**src/rtl/dca_matrix_lsu_rdata_unpacker.sv**
```systemverilog
// Unpacks packed memory rows (2^lsa-bit fields) into fixed-width, sign/zero-extended elements.
// Latency: 1 cycle through a 2-entry FIFO; unpacking is combinational from the head entry.
// Backpressure: mrow_ready is low while both entries are occupied, regardless of erow_ready.
module dca_matrix_lsu_rdata_unpacker #(
    parameter int MATRIX_NUM_COL = 4,
    parameter int BW_LSU_ELEMENT = 32,
    parameter int BW_TXN_INFO    = 8
) (
    input  logic                                     clk,
    input  logic                                     rstnn,
    input  logic                                     mrow_valid,
    output logic                                     mrow_ready,
    input  logic [32*MATRIX_NUM_COL-1:0]             mrow_data,
    input  logic [2:0]                               mrow_lsa,
    input  logic                                     mrow_is_signed,
    input  logic [BW_TXN_INFO-1:0]                   mrow_txn_info,
    output logic                                     erow_valid,
    input  logic                                     erow_ready,
    output logic [BW_LSU_ELEMENT*MATRIX_NUM_COL-1:0] erow_data,
    output logic [BW_TXN_INFO-1:0]                   erow_txn_info,
    input  logic                                     count_clear,
    output logic [15:0]                              row_count
);

    localparam int BW_ROW = 32 * MATRIX_NUM_COL;

    logic [BW_ROW-1:0]      data_q [2];
    logic [BW_ROW-1:0]      data_d [2];
    logic [2:0]             lsa_q  [2];
    logic [2:0]             lsa_d  [2];
    logic                   sgn_q  [2];
    logic                   sgn_d  [2];
    logic [BW_TXN_INFO-1:0] tag_q  [2];
    logic [BW_TXN_INFO-1:0] tag_d  [2];
    logic                   wr_ptr_q, wr_ptr_d;
    logic                   rd_ptr_q, rd_ptr_d;
    logic [1:0]             cnt_q, cnt_d;
    logic [15:0]            row_count_q, row_count_d;

    logic push, pop;

    assign mrow_ready = (cnt_q < 2'd2);
    assign erow_valid = (cnt_q != 2'd0);
    assign push       = mrow_valid & mrow_ready;
    assign pop        = erow_valid & erow_ready;
    assign row_count  = row_count_q;

    always_comb begin
        data_d   = data_q;
        lsa_d    = lsa_q;
        sgn_d    = sgn_q;
        tag_d    = tag_q;
        wr_ptr_d = wr_ptr_q ^ push;
        rd_ptr_d = rd_ptr_q ^ pop;
        cnt_d    = cnt_q + {1'b0, push} - {1'b0, pop};
        if (push) begin
            data_d[wr_ptr_q] = mrow_data;
            lsa_d[wr_ptr_q]  = mrow_lsa;
            sgn_d[wr_ptr_q]  = mrow_is_signed;
            tag_d[wr_ptr_q]  = mrow_txn_info;
        end
        // Clear wins over a concurrent pop.
        if (count_clear) begin
            row_count_d = 16'd0;
        end else begin
            row_count_d = row_count_q + {15'd0, pop};
        end
    end

    always_ff @(posedge clk or negedge rstnn) begin
        if (!rstnn) begin
            for (int e = 0; e < 2; e++) begin
                data_q[e] <= '0;
                lsa_q[e]  <= '0;
                sgn_q[e]  <= 1'b0;
                tag_q[e]  <= '0;
            end
            wr_ptr_q    <= 1'b0;
            rd_ptr_q    <= 1'b0;
            cnt_q       <= 2'd0;
            row_count_q <= 16'd0;
        end else begin
            data_q      <= data_d;
            lsa_q       <= lsa_d;
            sgn_q       <= sgn_d;
            tag_q       <= tag_d;
            wr_ptr_q    <= wr_ptr_d;
            rd_ptr_q    <= rd_ptr_d;
            cnt_q       <= cnt_d;
            row_count_q <= row_count_d;
        end
    end

    logic [BW_ROW-1:0] head_data;
    logic [2:0]        head_lsa;
    logic              head_sgn;
    logic [5:0]        w_bits;
    logic [31:0]       w_mask;
    logic [31:0]       sign_mask;
    logic [BW_LSU_ELEMENT*MATRIX_NUM_COL-1:0] unpacked;

    assign head_data = data_q[rd_ptr_q];
    assign head_sgn  = sgn_q[rd_ptr_q];
    assign head_lsa  = (lsa_q[rd_ptr_q] > 3'd5) ? 3'd5 : lsa_q[rd_ptr_q];

    always_comb begin
        w_bits    = 6'd32;
        w_mask    = 32'hFFFF_FFFF;
        sign_mask = 32'h8000_0000;
        case (head_lsa)
            3'd0: begin w_bits = 6'd1;  w_mask = 32'h0000_0001; sign_mask = 32'h0000_0001; end
            3'd1: begin w_bits = 6'd2;  w_mask = 32'h0000_0003; sign_mask = 32'h0000_0002; end
            3'd2: begin w_bits = 6'd4;  w_mask = 32'h0000_000F; sign_mask = 32'h0000_0008; end
            3'd3: begin w_bits = 6'd8;  w_mask = 32'h0000_00FF; sign_mask = 32'h0000_0080; end
            3'd4: begin w_bits = 6'd16; w_mask = 32'h0000_FFFF; sign_mask = 32'h0000_8000; end
            default: ;
        endcase
    end

    // Each field is extended to 32 bits first, then the low BW_LSU_ELEMENT bits are kept,
    // which covers both widening and truncation.
    always_comb begin
        logic [BW_ROW-1:0] shifted;
        logic [31:0]       field;
        logic [31:0]       ext;
        logic              sbit;
        unpacked = '0;
        shifted  = '0;
        field    = '0;
        ext      = '0;
        sbit     = 1'b0;
        for (int i = 0; i < MATRIX_NUM_COL; i++) begin
            shifted = head_data >> (w_bits * i);
            field   = shifted[31:0] & w_mask;
            sbit    = head_sgn && (head_lsa != 3'd0) && ((field & sign_mask) != 32'd0);
            ext     = field | ({32{sbit}} & ~w_mask);
            unpacked[BW_LSU_ELEMENT*i +: BW_LSU_ELEMENT] = ext[BW_LSU_ELEMENT-1:0];
        end
    end

    assign erow_data     = erow_valid ? unpacked : '0;
    assign erow_txn_info = erow_valid ? tag_q[rd_ptr_q] : '0;

endmodule

```
**config.mk**
```make
export PLATFORM = sky130hd
export DESIGN_NAME = dca_matrix_lsu_rdata_unpacker
export DESIGN_NICKNAME = d
export VERILOG_FILES = /design/src/rtl/dca_matrix_lsu_rdata_unpacker.sv
export SDC_FILE = /design/constraint.sdc
export NUM_CORES = 1
export LEC_CHECK = 0
export CORE_ASPECT_RATIO = 0.6
export CORE_MARGIN = 2
export CORE_UTILIZATION = 46
export CTS_BUF_LIST = sky130_fd_sc_hd__clkbuf_8
export CTS_CLUSTER_DIAMETER = 150
export DETAILED_ROUTE_END_ITERATION = 12
export PLACE_DENSITY_LB_ADDON = 0.15
export SLEW_MARGIN = 10
export SYNTH_ARGS = -nofsm -noshare
export SYNTH_HDL_FRONTEND = slang
export SYNTH_SLANG_ARGS = --single-unit
export TNS_END_PERCENT = 5
```
**constraint.sdc**
```tcl
create_clock -name clk -period 12.6 [get_ports clk]
set_input_delay 2.52 -clock clk [delete_from_list [all_inputs] [get_ports clk]]
set_output_delay 2.52 -clock clk [all_outputs]
set_load 0.005 [all_outputs]
```
[Yosys cells after proc, flatten, opt, wreduce, memory -nomap -nowiden]
Index checks and enable logic that the tools add are counted.
Cells by class
  $add $sub $neg: 3
  $mul: 1
  div/mod/pow operators: 0
  order comparisons: 5
  equal/unequal tests: 4
  shift-type cells: 3
  mux-type cells: 31
  bitwise logic cells: 23
  reductions and logical operators: 13
Operators with widths (count)
  $mux W128: 5
  $and A32 B32 Y32: 12
  $pmux W32 S5: 2
  $bwmux W256: 1
  $demux W128 S1: 1
  $or A32 B32 Y32: 4
  $reduce_bool A32 Y1: 4
  $shr A128 B6 Y32: 1
  $shr A128 B7 Y32: 1
  $shr A128 B8 Y32: 1
  $mux W8: 5
  $not A32 Y32: 1
  $pmux W6 S5: 1
  $add A16 B1 Y16: 1
  $bwmux W16: 1
  $mux W16: 1
  $mux W3: 5
  $demux W8 S1: 1
  $mul A6 B2 Y8 const B: 1
  $bwmux W6: 1
  $eq A3 B2 Y1 const B: 2
  $logic_and A1 B1 Y1: 6
  $ge A2 B2 Y1 const B: 2
  $mux W1: 4
  16 further kinds: 19
Word-level totals
  bits in registers: 300
  bits in latches: 0
  RAM bits: 0
  memory bits (read-only): 0
  input bits: 145
  output and inout bits: 154
  word-level logic and storage cells: 95
  memories: 0

[Longest topological paths before layout]
Gate-level depths: netlist (run 1).
  depth in word-level cells: 17
  gate-level depth with buffers: 17
  gate-level depth less buffers: 12

[Worst setup path after synthesis (run 1)]
Ideal clock, no wire load.
  kind: reg2out
  start point: register rd_ptr_q
  end point: output erow_data[102]
  arrival time: 3.853 ns
  required time: 10.080 ns
  slack: 6.227 ns
  cell stages (with the launch flop): 15
  path buffers: 6
  cells stage by stage: dfrtp_1 -> buf_6 -> buf_6 -> mux2i_1 -> nand2_1 -> nor2_1 -> inv_1 -> fa_1 -> clkbuf_1 -> clkbuf_1 -> buf_2 -> clkbuf_1 -> mux4_2 -> o211a_1 -> nor3_1
On the way
  word-level cells in the longest chain between the ends: 17
  elaborated cells on any way between the ends: 32
  classes of those cells: mul (1); order compare (1); eq/ne (4); shift (1); mux (14); bitwise (6); reduce/logical (5)
Ends and longest elaborated chain
  start: declaration: line 36  | logic rd_ptr_q, rd_ptr_d;
  start signal: assignment: line 88  | rd_ptr_q <= rd_ptr_d;
  $not A1 Y2 (not written as such) (*): line 102, 103, 104
  $mux W3 (not written as such) (3 in a row): line 104  | assign head_lsa = (lsa_q[rd_ptr_q] > 3'd5) ? 3'd5 : lsa_q[rd_ptr_q];
  $gt A3 B3 Y1: line 104
  $mux W3: line 104
  $eq A3 B3 Y1 (tied with other cells): line 110  | case (head_lsa)
  $pmux W6 S5: line 110
  $mul A6 B2 Y8: line 133  | shifted = head_data >> (w_bits * i);
  $shr A128 B8 Y32: line 133
  $and A32 B32 Y32: line 134  | field = shifted[31:0] & w_mask;
  $and A32 B32 Y32: line 135  | sbit = head_sgn && (head_lsa != 3'd0) && ((field & sign_mask) != 32'd0);
  $reduce_bool A32 Y1: line 135
  $logic_and A1 B1 Y1: line 135
  $and A32 B32 Y32: line 136  | ext = field | ({32{sbit}} & ~w_mask);
  $or A32 B32 Y32 (*): line 136
  $mux W128 (*): line 141  | assign erow_data = erow_valid ? unpacked : '0;
  end: declaration: line 19  | output logic [BW_LSU_ELEMENT*MATRIX_NUM_COL-1:0] erow_data,
Every way passes the cells marked *; elsewhere a longest branch is shown, timed or not. The select of a mux whose other input is x is not followed.

[Worst setup path in the final report (run 1)]
  start point: register rd_ptr_q
  end point: output erow_data[127]
The elaborated chain is that of the path after synthesis.

==> results of run 1 <==
[per-layer routing]
metal	track usage [%]	routed length, microns	up-vias
met5	0	0	-
met4	7.52	1500	0
met3	7.91	6750	121
met2	48.7	30800	860
met1	46.2	30500	8225
li1	-	-	7142
[how the worst min path moves through the flow]
| stage | end | slack (ns) | cells past startpoint |
|---|---|---|---|
| floorplan | cnt_q[1]$_DFF_PN0_ | 0.47 | 1 |
| global placement | data_q[206]$_DFFE_PN0P_ | 0.48 | 1 |
| detailed placement | data_q[110]$_DFFE_PN0P_ | 0.49 | 1 |
| CTS | data_q[202]$_DFFE_PN0P_ | 0.50 | 1 |
| global route | data_q[103]$_DFFE_PN0P_ | 0.51 | 1 |
| finish | data_q[251]$_DFFE_PN0P_ | 0.50 | 1 |
[cells by family after synthesis]
family                   Yosys count  share of synthesized area [%]
flip-flops                       300                           40.0
AO/OA/AOI/OAI                    413                           14.3
XOR/XNOR                          19                          0.888
adder cells (fa/ha/maj)            8                          0.574
buffers and inverters            172                           4.60
multiplexers                     500                           30.2
AND/OR/NAND/NOR                  401                           9.35
other                              1                         0.0200
[area by class of cell]
cell class                      count  area, sq um  share of cell area [%]
Tap cell                          531          664                    2.87
Clock inverter                     17          178                   0.767
Antenna cell                        1         2.50                  0.0108
Timing Repair Buffer              346         3370                    14.6
Inverter                           18         67.6                   0.292
Sequential cell                   300         7510                    32.4
Multi-Input combinational cell   1342        10500                    45.2
Clock buffer                       66          908                    3.92
[worst max-delay path, delay by kind of cell, from the launching register on]
family / cells / cell delay [ns]
DFF: 1 / 0.85
adders and majority gates: 1 / 0.90
AOI/OAI and AO/OA: 5 / 1.48
and+or+nand+nor: 2 / 1.28
muxes: 2 / 1.16
buffers and inverters: 3 / 1.04
[cells in the mapped netlist (11+ instances only)]
cell type / count / area, sq um
a211oi_1: 47 / 353
a21oi_1: 122 / 611
a31oi_1: 27 / 169
buf_1: 12 / 45.0
buf_2: 50 / 250
buf_4: 11 / 82.6
buf_6: 12 / 135
clkbuf_1: 67 / 251
dfrtp_1: 300 / 7510
inv_1: 17 / 63.8
mux2_2: 328 / 3690
mux2i_1: 146 / 1460
mux4_2: 18 / 405
nand2_1: 148 / 556
nand3_1: 26 / 130
nor2_1: 140 / 526
nor2b_1: 11 / 68.8
nor3_1: 32 / 160
o211ai_1: 29 / 218
o21ai_0: 71 / 355
o21ai_1: 12 / 60.1
o22ai_1: 13 / 81.3
[per-stage QoR]
step / instances / hold slack [ns] / cell area (sq um)
floorplan: 1814 / 0.467 / 18700
global placement: 2537 / 0.482 / 22100
detailed placement: 2537 / 0.490 / 22100
CTS: 2620 / 0.504 / 23200
global route: 2620 / 0.515 / 23200
finish: 2621 / 0.503 / 23200
[state kept, by name, summed over array words and instances, names as in the netlist]
register,flops
data_q,256
row_count,16
wr_ptr_q,1
sgn_q,2
rd_ptr_q,1
cnt_q,2
lsa_q,6
tag_q,16
==> impl_metrics.tcl, run 1 <==
set metrics [dict create \
    via_per_inst 6.24 \
    grt.total_usage_pct 32.1 \
    fmax_mhz 101 \
    r2r_cells 10 \
    clockBufferDepth 3 \
    area_growth_pct 23.6 \
    dr_total_vias 16348 \
    ys_types 81 \
    setup_slack_ns 2.74 \
    report.final.slew_viol_count 0 \
    async_flop_share_pct 100 \
    io_buffers 298 \
    start_util_pct 46.5 \
    crit_start "rd_ptr_q$_DFF_PN0_" \
    cts_made_buffers 48 \
    status "finished clean" \
    antenna_found_initial 2 \
    ant_nets 0 \
    crit_fanout 40 \
    startpoint_type "register" \
    tightest_slew_ns 1.18 \
    first_global_vias 16083 \
    synth_cells 1814 \
    root_buffer "clkbuf_8" \
    min-delay-start "data_q[251]$_DFFE_PN0P_" \
    grt_max_degree 177 \
    gp_congestion 1.00 \
    grt_pass1_wl_microns 103000 \
    synth_ff_type "dfrtp_1" \
    drc 0 \
    post-route-period-util_pct 78.2 \
    cts.sinks 300 \
    crit_path_frequent_cell "o221ai_2" \
    core-area_sq_um 40300 \
    clk_pin_slew_ns 0.08 \
    grt_overflow 0 \
    syn_area_sq_um 18700 \
    crit_type "register to primary output" \
    ys_seq_elements 300 \
    cp.arrival_ns 7.34 \
    period_minus_slack_ns 9.86 \
    crit_chain "mux2_2 > nand2_1 > nor2_1 > inv_1 > fa_2 > buf_4 > mux4_2 > a22o_1 > o221ai_2 > o221ai_2 > a21oi_4 > o21ai_0 > clkdlybuf4s50_1" \
    drtIter0Drc 1941 \
    final.fill_count 3476 \
    die_w_microns 265 \
    ios 299 \
    utilization_pct 57.5 \
    synth_nets 1967 \
    avgSynthCellArea_sq_um 10.3 \
    r2r-end "row_count[10]$_DFF_PN0_" \
    cts_setup_buffers 0 \
    rows 57 \
    wl_microns 69500 \
    synth_edf_count 0 \
    post_cts_resized 0 \
    rr_startpoint "cnt_q[1]$_DFF_PN0_" \
    ctsHtreeMaxLevel 2 \
    maxCapViolCount 0 \
    final_common_cell "mux2_2" \
    wl_per_cell_microns 26.5 \
    min_path_type "register to register" \
    critPathCaptureType "primary output" \
    die_h_microns 160 \
    maxSlewHeadroom_pct 19.3 \
    r2r_slack_ns 9.73 \
    dieArea_sq_um 42400 \
    clock_latency_ns 0.61 \
    drt-pass1-iter-count 6 \
    rsz0062_at_grt "no" \
    cts_tree "done" \
    drive_gt1_share_pct 24.2 \
    dp_hpwl_microns 49300 \
    endpoint "erow_data[127]" \
    layout_common_cells "327 x mux2_2, 299 x dfrtp_1, 297 x clkdlybuf4s50_1, 148 x nand2_1, 144 x mux2i_1" \
    slowest_delay_ns 0.90 \
    ys_seq_area_share_pct 40.0 \
    tns_ns 0 \
    pre_cts_ws_ns 3.57 \
    fin_skew_ns 0.0225 \
    nets 2209 \
    finalSetupViolCount 0 \
    postCtsHoldBufs 0 \
    cp_slowest_cell "fa_2" \
    finalHoldViolCount 0 \
    required_ns 10.08 \
    ys_warn_count 0 \
]
Power of run 1 is not shown: default switching activity piles up to over one toggle a cycle in this logic, so the estimate is an artifact.
==> run 2: changes to the inputs <==
==> constraint.sdc (replaced) <==
create_clock -name clk -period 8.1 [get_ports clk]
set_input_delay 1.62 -clock clk [delete_from_list [all_inputs] [get_ports clk]]
set_output_delay 1.62 -clock clk [all_outputs]
set_load 0.005 [all_outputs]
==> impl_metrics.tcl, run 2 (synthesis gave the netlist of run 1 again) <==
set metrics [dict create \
    status "finished clean" \
    drc 0 \
    crit_fanout 66 \
    finalHoldViolCount 0 \
    rows 57 \
    nets 2214 \
    die_h_microns 160 \
    finalSetupViolCount 0 \
    utilization_pct 57.3 \
    layout_common_cells "327 x mux2_2, 299 x dfrtp_1, 297 x clkdlybuf4s50_1, 148 x nand2_1, 144 x mux2i_1" \
    drive_gt1_share_pct 24.4 \
    fmax_mhz 135 \
    placed_cell_area_sq_um 22100 \
    grt_util_met2_pct 48.2 \
    fin_skew_ns 0.0230 \
    num_antenna_cells 0 \
    clock_latency_ns 0.61 \
    drtIter0Drc 1606 \
    die_w_microns 265 \
    via_per_inst 6.17 \
    ant_nets 0 \
    area_growth_pct 23.0 \
    pre_cts_ws_ns 1.42 \
    cts.sinks 300 \
    maxSlewHeadroom_pct 23.8 \
    slowest_delay_ns 0.92 \
    grt.total_usage_pct 32.0 \
    grtUsageMet1_pct 47.2 \
    cp.arrival_ns 5.77 \
    postCtsHoldBufs 0 \
    cts_setup_buffers 0 \
    first_global_vias 16134 \
    final_common_cell "mux2_2" \
    report.final.slew_viol_count 0 \
    tightest_slew_ns 1.11 \
    largest_register_ffs 256 \
    maxCapViolCount 0 \
    top_register "data_q" \
    clockBufferDepth 3 \
    dp_hpwl_microns 49700 \
    crit_type "register to primary output" \
    crit_buf_inv 3 \
    antenna_found_initial 1 \
    crit_path_frequent_cell "a31oi_1" \
    start_util_pct 46.5 \
    startpoint_type "register" \
    cp_slowest_cell "fa_2" \
    wl_per_cell_microns 26.3 \
    drt-pass1-iter-count 5 \
    ios 299 \
    min_path_type "register to register" \
    io_buffers 298 \
    ctsHtreeMaxLevel 2 \
    cts_made_buffers 47 \
    cts_tree "done" \
    rsz0062_at_grt "no" \
    post_cts_resized 0 \
    dr_total_vias 16226 \
    dieArea_sq_um 42400 \
    setup_slack_ns 0.711 \
    post-route-period-util_pct 91.2 \
    path_delay_family "buffers and inverters" \
    top_usage_layer "met2" \
    root_buffer "clkbuf_8" \
    grt_max_degree 125 \
    critPathCaptureType "primary output" \
    grt_pass1_wl_microns 103000 \
    tns_ns 0 \
    wl_microns 69200 \
    crit_chain "mux2_4 > nor2_1 > inv_1 > fa_2 > buf_4 > mux4_2 > a21oi_1 > a221oi_1 > a31oi_1 > a31oi_1 > clkdlybuf4s50_1" \
    grt_overflow 0 \
    final_cell_area_sq_um 23100 \
    period_minus_slack_ns 7.39 \
    required_ns 6.48 \
    use_met3_pct 6.41 \
    clk_pin_slew_ns 0.07 \
    core-area_sq_um 40300 \
    gp_congestion 1.01 \
]
run 2: routing by layer:
layer / share of wire [%] / up-vias / routed length (microns)
li1: - / 7158 / -
met1: 45 / 8190 / 31200
met2: 44 / 760 / 30300
met3: 8.7 / 118 / 6020
met4: 2.4 / 0 / 1660
met5: 0 / - / 0
run 2: metrics by stage:
stage	hold slack (ns)	std cells
2_1_floorplan	0.467	1814
3_3_place_gp	0.482	2543
3_5_place_dp	0.488	2543
6_report	0.502	2629
4_1_cts	0.504	2629
5_1_grt	0.516	2629
run 2: final cells by class:
cell class	instances	area, sq um
Clock buffer	62	853
Inverter	18	67.6
Fill cell	3520	17200
Multi-Input combinational cell	1342	10500
Sequential cell	300	7510
Tap cell	531	664
Clock inverter	24	119
Timing Repair Buffer	352	3390
run 2: worst paths after layout:
check | cells after the start | start | slack (ns) | endpoint
hold reg to reg | 1 | data_q[192]$_DFFE_PN0P_ | 0.50 | data_q[192]$_DFFE_PN0P_
min in group asynchronous | 1 | rstnn | 1.10 | tag_q[8]$_DFFE_PN0P_
hold / removal | 1 | data_q[192]$_DFFE_PN0P_ | 0.50 | data_q[192]$_DFFE_PN0P_
setup reg to reg | 10 | cnt_q[1]$_DFF_PN0_ | 5.34 | row_count[10]$_DFF_PN0_
max in group asynchronous | 2 | rstnn | 5.43 | data_q[112]$_DFFE_PN0P_
setup / recovery | 11 | rd_ptr_q$_DFF_PN0_ | 0.71 | erow_data[103]
Power of run 2 is left out for the same reason.
